==> config.mk <==
export PLATFORM = sky130hd
export DESIGN_NAME = mac_dot_sequencer
export DESIGN_NICKNAME = d
export VERILOG_FILES = /design/src/rtl/mac_seq_pkg.sv /design/src/rtl/q428_to_q214_sat.sv /design/src/rtl/mac_dot_sequencer.sv
export SDC_FILE = /design/constraint.sdc
export NUM_CORES = 1
export LEC_CHECK = 0
export BUFFER_PORTS_ARGS = -buffer_cell sky130_fd_sc_hd__buf_2
export CORE_MARGIN = 1
export CORE_UTILIZATION = 40
export DETAILED_ROUTE_END_ITERATION = 7
export PLACE_DENSITY = 0.7
export REMOVE_ABC_BUFFERS = 1
export SYNTH_ARGS = -nofsm -noshare
export SYNTH_HDL_FRONTEND = slang
export SYNTH_HIERARCHICAL = 1
export SYNTH_SLANG_ARGS = --single-unit
==> constraint.sdc <==
create_clock -name clk -period 4.4 [get_ports clk]
set_clock_uncertainty 0.05 [all_clocks]
set_input_delay 0.66 -clock clk [delete_from_list [all_inputs] [get_ports clk]]
set_output_delay 0.66 -clock clk [all_outputs]
set_load 0.01 [all_outputs]
==> src/rtl/mac_seq_pkg.sv <==
// Shared types and Q-format constants for the dot-product MAC sequencer.
// The accumulator is Q4.28; results returned downstream are Q2.14.
package mac_seq_pkg;

    typedef enum logic [2:0] {
        S_IDLE,
        S_CLEAR,
        S_ISSUE,
        S_DRAIN,
        S_OUTPUT
    } mac_seq_state_t;

    localparam int               FRAC_BITS   = 14;
    localparam logic signed [32:0] ROUND_CONST = 33'sd8192;
    localparam logic [15:0]      Q_MAX       = 16'h7FFF;
    localparam logic [15:0]      Q_MIN       = 16'h8000;

endpackage

==> src/rtl/q428_to_q214_sat.sv <==
// Round-half-up and saturate a signed Q4.28 accumulator down to signed Q2.14.
module q428_to_q214_sat
    import mac_seq_pkg::*;
(
    input  logic [31:0] in,
    output logic [15:0] out,
    output logic        sat
);

    logic signed [32:0] sum;
    logic signed [32:0] r;

    always_comb begin
        // One guard bit so adding the rounding constant cannot wrap.
        sum = $signed({in[31], in}) + ROUND_CONST;
        r   = sum >>> FRAC_BITS;
        if (r > 33'sd32767) begin
            out = Q_MAX;
            sat = 1'b1;
        end else if (r < -33'sd32768) begin
            out = Q_MIN;
            sat = 1'b1;
        end else begin
            out = r[15:0];
            sat = 1'b0;
        end
    end

endmodule

==> src/rtl/mac_dot_sequencer.sv <==
// Sequences an N-tap dot product through an external accumulate-mode MAC,
// issuing ROM/ring addresses and returning a rounded Q2.14 result over valid/ready.
module mac_dot_sequencer
    import mac_seq_pkg::*;
#(
    parameter int ADDR_W  = 6,
    parameter int MEM_LAT = 1,
    parameter int MAC_LAT = 2
) (
    input  logic              clk,
    input  logic              reset,
    input  logic              start,
    output logic              start_ready,
    input  logic [ADDR_W:0]   taps,
    input  logic [ADDR_W-1:0] base,
    input  logic              abort,
    output logic [ADDR_W-1:0] coef_addr,
    output logic [ADDR_W-1:0] samp_addr,
    input  logic [15:0]       coef_data,
    input  logic [15:0]       samp_data,
    output logic [15:0]       mac_a,
    output logic [15:0]       mac_b,
    output logic              mac_ce,
    output logic              mac_rst,
    input  logic [31:0]       mac_result,
    output logic              out_valid,
    input  logic              out_ready,
    output logic [15:0]       out_data,
    output logic              out_sat
);

    localparam logic [ADDR_W:0] DRAIN_LAST = (ADDR_W + 1)'(MEM_LAT + MAC_LAT - 1);

    mac_seq_state_t    state_q, state_d;
    logic [ADDR_W:0]   taps_q, taps_d;
    logic [ADDR_W-1:0] base_q, base_d;
    logic [ADDR_W:0]   cnt_q, cnt_d;
    logic [ADDR_W-1:0] coef_addr_q, coef_addr_d;
    logic [ADDR_W-1:0] samp_addr_q, samp_addr_d;
    logic              mac_rst_q, mac_rst_d;
    logic [MEM_LAT-1:0] issue_pipe_q, issue_pipe_d;
    logic              out_valid_q, out_valid_d;
    logic [15:0]       out_data_q, out_data_d;
    logic              out_sat_q, out_sat_d;

    logic [15:0]       sat_data;
    logic              sat_flag;
    logic              abort_hit;

    q428_to_q214_sat u_sat (
        .in  (mac_result),
        .out (sat_data),
        .sat (sat_flag)
    );

    assign abort_hit = abort && (state_q != S_IDLE);

    // mac_ce follows ISSUE by the memory latency so it brackets exactly the valid read data.
    assign issue_pipe_d[0] = (state_q == S_ISSUE) && !abort_hit;
    genvar gi;
    for (gi = 1; gi < MEM_LAT; gi++) begin : g_issue_pipe
        assign issue_pipe_d[gi] = issue_pipe_q[gi-1] && !abort_hit;
    end

    always_comb begin
        state_d     = state_q;
        taps_d      = taps_q;
        base_d      = base_q;
        cnt_d       = cnt_q;
        coef_addr_d = coef_addr_q;
        samp_addr_d = samp_addr_q;
        mac_rst_d   = 1'b1;
        out_valid_d = out_valid_q;
        out_data_d  = out_data_q;
        out_sat_d   = out_sat_q;

        case (state_q)
            S_IDLE: begin
                if (start) begin
                    taps_d    = taps;
                    base_d    = base;
                    mac_rst_d = 1'b0;
                    state_d   = S_CLEAR;
                end
            end
            S_CLEAR: begin
                cnt_d = '0;
                if (taps_q != '0) begin
                    coef_addr_d = '0;
                    samp_addr_d = base_q;
                    state_d     = S_ISSUE;
                end else begin
                    state_d = S_DRAIN;
                end
            end
            S_ISSUE: begin
                if (cnt_q + 1'b1 == taps_q) begin
                    cnt_d   = '0;
                    state_d = S_DRAIN;
                end else begin
                    cnt_d       = cnt_q + 1'b1;
                    coef_addr_d = coef_addr_q + 1'b1;
                    samp_addr_d = samp_addr_q - 1'b1;
                end
            end
            S_DRAIN: begin
                if (cnt_q == DRAIN_LAST) begin
                    out_data_d  = sat_data;
                    out_sat_d   = sat_flag;
                    out_valid_d = 1'b1;
                    state_d     = S_OUTPUT;
                end else begin
                    cnt_d = cnt_q + 1'b1;
                end
            end
            S_OUTPUT: begin
                if (out_ready) begin
                    out_valid_d = 1'b0;
                    state_d     = S_IDLE;
                end
            end
            default: state_d = S_IDLE;
        endcase

        // Clearing on abort keeps a half-finished sum from leaking into the next request.
        if (abort_hit) begin
            state_d     = S_IDLE;
            out_valid_d = 1'b0;
            mac_rst_d   = 1'b0;
        end
    end

    always_ff @(posedge clk or negedge reset) begin
        if (!reset) begin
            state_q      <= S_IDLE;
            taps_q       <= '0;
            base_q       <= '0;
            cnt_q        <= '0;
            coef_addr_q  <= '0;
            samp_addr_q  <= '0;
            mac_rst_q    <= 1'b0;
            issue_pipe_q <= '0;
            out_valid_q  <= 1'b0;
            out_data_q   <= '0;
            out_sat_q    <= 1'b0;
        end else begin
            state_q      <= state_d;
            taps_q       <= taps_d;
            base_q       <= base_d;
            cnt_q        <= cnt_d;
            coef_addr_q  <= coef_addr_d;
            samp_addr_q  <= samp_addr_d;
            mac_rst_q    <= mac_rst_d;
            issue_pipe_q <= issue_pipe_d;
            out_valid_q  <= out_valid_d;
            out_data_q   <= out_data_d;
            out_sat_q    <= out_sat_d;
        end
    end

    assign start_ready = (state_q == S_IDLE);
    assign coef_addr   = coef_addr_q;
    assign samp_addr   = samp_addr_q;
    assign mac_a       = coef_data;
    assign mac_b       = samp_data;
    assign mac_ce      = issue_pipe_q[MEM_LAT-1];
    assign mac_rst     = mac_rst_q;
    assign out_valid   = out_valid_q;
    assign out_data    = out_data_q;
    assign out_sat     = out_sat_q;

endmodule

==> qor.csv, run 1 <==
metric,value,unit
run_status,completed,
post_synth_inst_count,359,
detailedPlacementHpwl,6.24,mm
slew-limit-headroom,40.3,%
fp.dieH,96.9,µm
grt_pass1_vias,2841,
worst_setup_path_end_kind,flip-flop,
power.combinational.fraction,44.9,%
hold_path.class,primary input to async pin,
drc,0,
hold_viol,0,
largest_net_degree_at_the_start_of_global_routing,36,
grt.overflow.total,0,
cp-endpoint,cnt_q[0],
die_w,96.9,µm
ir_worst_vdd,0.225,mV
cp_max_fo,7,
floorplan.initialDensity,41.3,%
syn_area,3600,µm²
clockPowerShare,13.3,%
count_of_buffers_inserted_at_the_top_level_ports,69,
detailedPlace.worstSlack,1.55,ns
achievable-frequency,370,MHz
clkTransAtPathRegs,0.10,ns
design.die.area,9380,µm²
yosys_register_bits,55,
wl,8.34,mm
total_switching_power,859,µW
wl_per_cell,16.8,µm
root_buffer,sky130_fd_sc_hd__clkbuf_8,
slew_violations,0,
r2r-end,cnt_q[0],
fin_nets,474,
dominantRegCellSynth,sky130_fd_sc_hd__dfrtp_1,
drt-pass1-iter-count,4,
worst-endpoint-required,4.54,ns
timing.rr.start,cnt_q[0],
ys_async_sr_fraction,100,%
synthToLayoutAreaGrowth,6.60,%
synth_seq_area_share,38.2,%
seqCellArea,1380,µm²
power.share.sequential,41.8,%
cts_buffer_depth,2,
synth_cell_type_count,61,
finalSetupTns,0,ns
grt_pass1_wl,13.8,mm
post-route-period-util,61.5,%
cts_resized,0,
coreArea,8720,µm²
ant_nets,0,
rsz0062_at_grt,no,
clock_latency_reported_for_the_late_side_of_the_worst_skew_pair,0.30,ns
combined_area_of_the_multi_input_logic_cells,1850,µm²
fp-row-count,34,
finalWorstPathRequiredPeriod,2.71,ns
power_switching_share,39.8,%
via_count,2793,
timing.reg2reg.setup_slack,1.69,ns
cts_post_setup_buffers_inserted,0,
critical_path.startpoint,cnt_q[0],
drt-vias-per-instance,5.63,
tritoncts,built,
yosysWarningCount,6,
power-per-cell-area,562,nW/µm²
diodes,0,
avgSynthCellArea,10.0,µm²
most-common-layout-cells,"69 x sky130_fd_sc_hd__buf_2, 55 x sky130_fd_sc_hd__dfrtp_1, 22 x sky130_fd_sc_hd__mux2_2, 21 x sky130_fd_sc_hd__nor2_1, 21 x sky130_fd_sc_hd__nand2_1",
antenna_violations_before_repair,0,
post_route_cells_drive_above_1_share,33.8,%
power_report.internal_total,1300,µW
timing.critical_path.arrival,2.84,ns
cts-buffers-inserted,5,
cts_htree_levels,2,
path_class,flip-flop to flip-flop,
ioPinCount,147,
grt_use_total,17.9,%
p_leak,0.00172,µW
globalplace.congestion,0.871,
setup_violating_endpoint_count_in_the_final_report,0,
timing.final.ws_setup,1.69,ns
setup.worst_path.start_class,flip-flop,
cts_sinks,55,
holdBufCountCts,0,
power.total,2160,µW
detailedRoute.firstIterationViolations,131,
fillCellCount,837,
ff2ff_path_depth,8,
worstMarginPinSlew,0.890,ns
max_cap_check_violation_count,0,
final_common_cell,sky130_fd_sc_hd__buf_2,
synth_edf_count,0,
power by group through the flow:
stage | clock, µW | combinational, µW | sequential, µW
after floorplan | 0 | 614 | 930
after global placement | 0 | 944 | 902
after detailed placement | 0 | 976 | 913
after CTS | 299 | 981 | 903
after global routing | 322 | 1070 | 937
final | 286 | 970 | 902
cell families after synthesis:
| group | after synthesis | synth area share, % |
|---|---|---|
| XOR/XNOR | 23 | 5.60 |
| AO/OA/AOI/OAI | 81 | 16.4 |
| adder cells (fa/ha/maj) | 5 | 1.74 |
| flip-flops | 55 | 38.2 |
| multiplexers | 31 | 10.6 |
| AND/OR/NAND/NOR | 107 | 17.0 |
| buffers and inverters | 57 | 10.4 |
worst min path at each step:
stage | from | endpoint | slack (ns) | cells past startpoint
floorplan | reset | base_q[0] | 0.31 | 0
global placement | out_data[5] | out_data[5] | 0.44 | 1
detailed placement | out_data[6] | out_data[6] | 0.44 | 1
CTS | reset | taps_q[0] | 0.25 | 1
global route | reset | taps_q[0] | 0.27 | 1
finish | reset | taps_q[0] | 0.25 | 1
routing by layer:
layer | vias up | GRT usage (%) | wire (µm)
met2 | 120 | 28.4 | 3790
li1 | 1322 | - | -
met4 | 0 | 3.21 | 22
met5 | - | 2.75 | 0
met1 | 1349 | 22.8 | 3700
met3 | 2 | 7.59 | 830
registers in the layout (all words and copies together), names as in the netlist:
register and flops:
taps_q 7, samp_addr 6, base_q 6, mac_ce 1, out_valid 1, cnt_q 7
state_q 3, coef_addr 6, out_sat 1, mac_rst 1, out_data 16
synth_stat cells (all sizes together), types with 3 or more instances:
library cell	count	area, µm²
nor4	5	52.6
a22o	4	35.0
nand2	22	90.1
a211o	4	45.1
a31oi	5	31.3
o31ai	3	27.5
and4	3	26.3
nor3	9	45.0
xor2	8	70.1
mux2	31	383
a21oi	21	131
ha	5	62.6
o21ai	20	111
buf	43	320
o22a	3	26.3
and3	4	25.0
nand3	16	80.1
o311ai	4	35.0
nand4	5	37.5
clkbuf	6	23.8
nor2	21	78.8
nor4b	4	50.1
nor2b	3	18.8
inv	8	30.0
nand2b	5	31.3
a21o	3	22.5
xnor2	15	131
dfrtp	55	1380
per-stage QoR:
stage	utilization, %	instances	area [µm²]	hold slack, ns
detailed placement	42.9	488	3740	0.437
finish	44.0	496	3840	0.251
global route	44.0	496	3840	0.272
global placement	42.9	488	3740	0.436
floorplan	-	310	3260	0.314
CTS	44.0	496	3840	0.254
layout make-up:
type / count / area share, %
Tap cell: 108 / 3.52
Clock buffer: 5 / 1.79
Clock inverter: 3 / 0.652
Multi-Input combinational cell: 247 / 48.2
Inverter: 8 / 0.783
Sequential cell: 55 / 35.9
Timing Repair Buffer: 70 / 9.19
worst max-delay path, stage by stage (launching register included):
cell and delay [ns]:
sky130_fd_sc_hd__dfrtp_1 0.46, sky130_fd_sc_hd__inv_1 0.09, sky130_fd_sc_hd__ha_1 0.32, sky130_fd_sc_hd__xor2_1 0.17, sky130_fd_sc_hd__o211a_1 0.16, sky130_fd_sc_hd__o2111ai_1 0.25
sky130_fd_sc_hd__o31ai_2 0.58, sky130_fd_sc_hd__nor2_1 0.21, sky130_fd_sc_hd__mux2_2 0.31
No activity file was read; power rests on OpenSTA's default activity.
==> run 2: changes to the inputs <==
Settings changed: PLACE_DENSITY 0.7 to 0.73.
Clock period 4.4 ns to 2.2 ns, I/O delays scaled along.
==> qor.csv, run 2 (synthesis results as in run 1) <==
metric,value,unit
timing.final.ws_setup,0.0209,ns
fillCellCount,805,
coreArea,8720,µm²
worst_path_dominant_cell_family,simple AND/OR/NAND/NOR gates,
cts-buffers-inserted,5,
fp-row-count,34,
max_cap_check_violation_count,0,
cp_max_fo,18,
timing.rr.start,cnt_q[0],
die_w,96.9,µm
clock_latency_reported_for_the_late_side_of_the_worst_skew_pair,0.31,ns
rsz0062_at_grt,yes,
clkTransAtPathRegs,0.11,ns
floorplan.initialDensity,41.3,%
drc,0,
worst_hold_path.endpoint,base_q[0],
slew-limit-headroom,69.6,%
min_path_cells,2,
dr.max_layer_used,met4,
met2_wirelength,3.94,mm
ant_nets,0,
power_report.internal_total,2970,µW
timing.critical_path.slowest_cell_delay,0.47,ns
cpMaxStageDelayCell,sky130_fd_sc_hd__or4b_4,
worst-endpoint-required,2.34,ns
detailedRoute.firstIterationViolations,90,
power_switching_share,38.1,%
largest_net_degree_at_the_start_of_global_routing,28,
fin_nets,513,
power.combinational.fraction,48.2,%
grt.overflow.total,0,
worstMarginPinSlew,0.451,ns
cts_htree_levels,2,
wl_per_cell,16.3,µm
timing.reg2reg.setup_slack,0.02,ns
cts_buffer_depth,2,
achievable-frequency,459,MHz
post-route-period-util,99.1,%
critical_path_cell_by_cell,inv_2 -> ha_4 -> or4b_4 -> nor4b_4 -> nand2_4 -> buf_12 -> mux2_4,
final_common_cell,sky130_fd_sc_hd__buf_2,
ioPinCount,147,
r2r-end,out_data[9],
power-per-cell-area,1120,nW/µm²
setup.worst_path.start_class,flip-flop,
hold_path.class,primary input to flip-flop,
final.hold.worst_slack,0.189,ns
timing.critical_path.arrival,2.32,ns
post_route_cells_drive_above_1_share,43.3,%
antenna_violations_before_repair,0,
hold_viol,0,
root_buffer,sky130_fd_sc_hd__clkbuf_8,
most-common-layout-cells,"69 x sky130_fd_sc_hd__buf_2, 52 x sky130_fd_sc_hd__dfrtp_1, 34 x sky130_fd_sc_hd__buf_4, 22 x sky130_fd_sc_hd__mux2_2, 20 x sky130_fd_sc_hd__nand2_1",
count_of_buffers_inserted_at_the_top_level_ports,69,
synthToLayoutAreaGrowth,18.6,%
clockPowerShare,14.2,%
diodes,0,
detailedPlace.worstSlack,-0.189,ns
tritoncts,built,
globalplace.congestion,0.835,
run_status,completed,
detailedPlacementHpwl,6.62,mm
path_class,flip-flop to flip-flop,
drt-vias-per-instance,5.63,
grt_pass1_vias,3036,
p_leak,0.00194,µW
fp.dieH,96.9,µm
ff2ff_path_depth,7,
worstPathBufferInverterCount,2,
largest_reg_flops,16,
cts_sinks,55,
setup_violating_endpoint_count_in_the_final_report,0,
finalWorstPathRequiredPeriod,2.18,ns
wirelength_met1,3.83,mm
wl,8.71,mm
via_count,3013,
drt-pass1-iter-count,4,
total_switching_power,1830,µW
hold_path.startpoint,base[0],
power.share.sequential,37.6,%
grt_pass1_wl,14.5,mm
slew_violations,0,
grt_use_total,18.7,%
ir_worst_vdd,0.541,mV
met3_wirelength,875,µm
design.die.area,9380,µm²
worst_setup_path_end_kind,flip-flop,
run 2: what timing repair did:
item / in CTS / in global routing
setup endpoints to repair: 35 / 35
pin swaps: 4 / 8
gates cloned: 0 / 0
buffers inserted: 5 / 0
resized for setup: 5 / 16
hold buffers: 1 / 0
endpoints found under the hold margin: 17 / 0
run 2: stage by stage:
stage               setup TNS, ns  cell area, µm²  util (%)  cells  power, µW
CTS                             0            4210      48.3    536       4760
detailed placement          -3.12            4020      46.1    522       4010
global route               -0.910            4270      49.0    535       5150
floorplan                 -0.0156            3260         -    310       3090
global placement            -1.81            4020      46.1    522       3920
finish                          0            4270      49.0    535       4800
run 2: worst max path at each step:
stage | cells past startpoint | startpoint | slack (ns) | to
final | 7 | cnt_q[0] | 0.02 | out_data[9]
after global routing | 7 | cnt_q[0] | -0.06 | cnt_q[0]
after CTS | 7 | cnt_q[0] | 0.003 | cnt_q[0]
after detailed placement | 9 | cnt_q[0] | -0.19 | samp_addr[0]
after global placement | 8 | cnt_q[0] | -0.11 | samp_addr[0]
after floorplan | 7 | cnt_q[0] | -0.02 | cnt_q[0]
run 2: worst register-to-register path, cell delays in order, from the launching register on:
cell	delay [ns]
sky130_fd_sc_hd__dfrtp_1	0.42
sky130_fd_sc_hd__inv_2	0.10
sky130_fd_sc_hd__ha_4	0.12
sky130_fd_sc_hd__or4b_4	0.47
sky130_fd_sc_hd__nor4b_4	0.35
sky130_fd_sc_hd__nand2_4	0.08
sky130_fd_sc_hd__buf_12	0.17
sky130_fd_sc_hd__mux2_4	0.31
run 2: power groups by stage:
stage	logic (µW)	clock network, µW	registers, µW
floorplan	1230	0	1860
global placement	2140	0	1780
detailed placement	2200	0	1800
CTS	2260	706	1790
global route	2550	735	1870
finish	2310	684	1800
run 2: metal layers:
metal	GRT usage (%)	up-vias
li1	-	1405
met1	23.7	1472
met2	29.5	129
met3	8.09	7
met4	3.56	0
met5	2.20	-
run 2: final cells by class:
cell class	instances	area [µm²]	share of cell area, %
clock inverter	3	43.8	1.03
clock buffer	5	68.8	1.61
inverter	8	30.0	0.703
tap	108	135	3.16
sequential	55	1380	32.3
multi-input combinational	247	1920	44.9
timing repair buffer	109	693	16.2
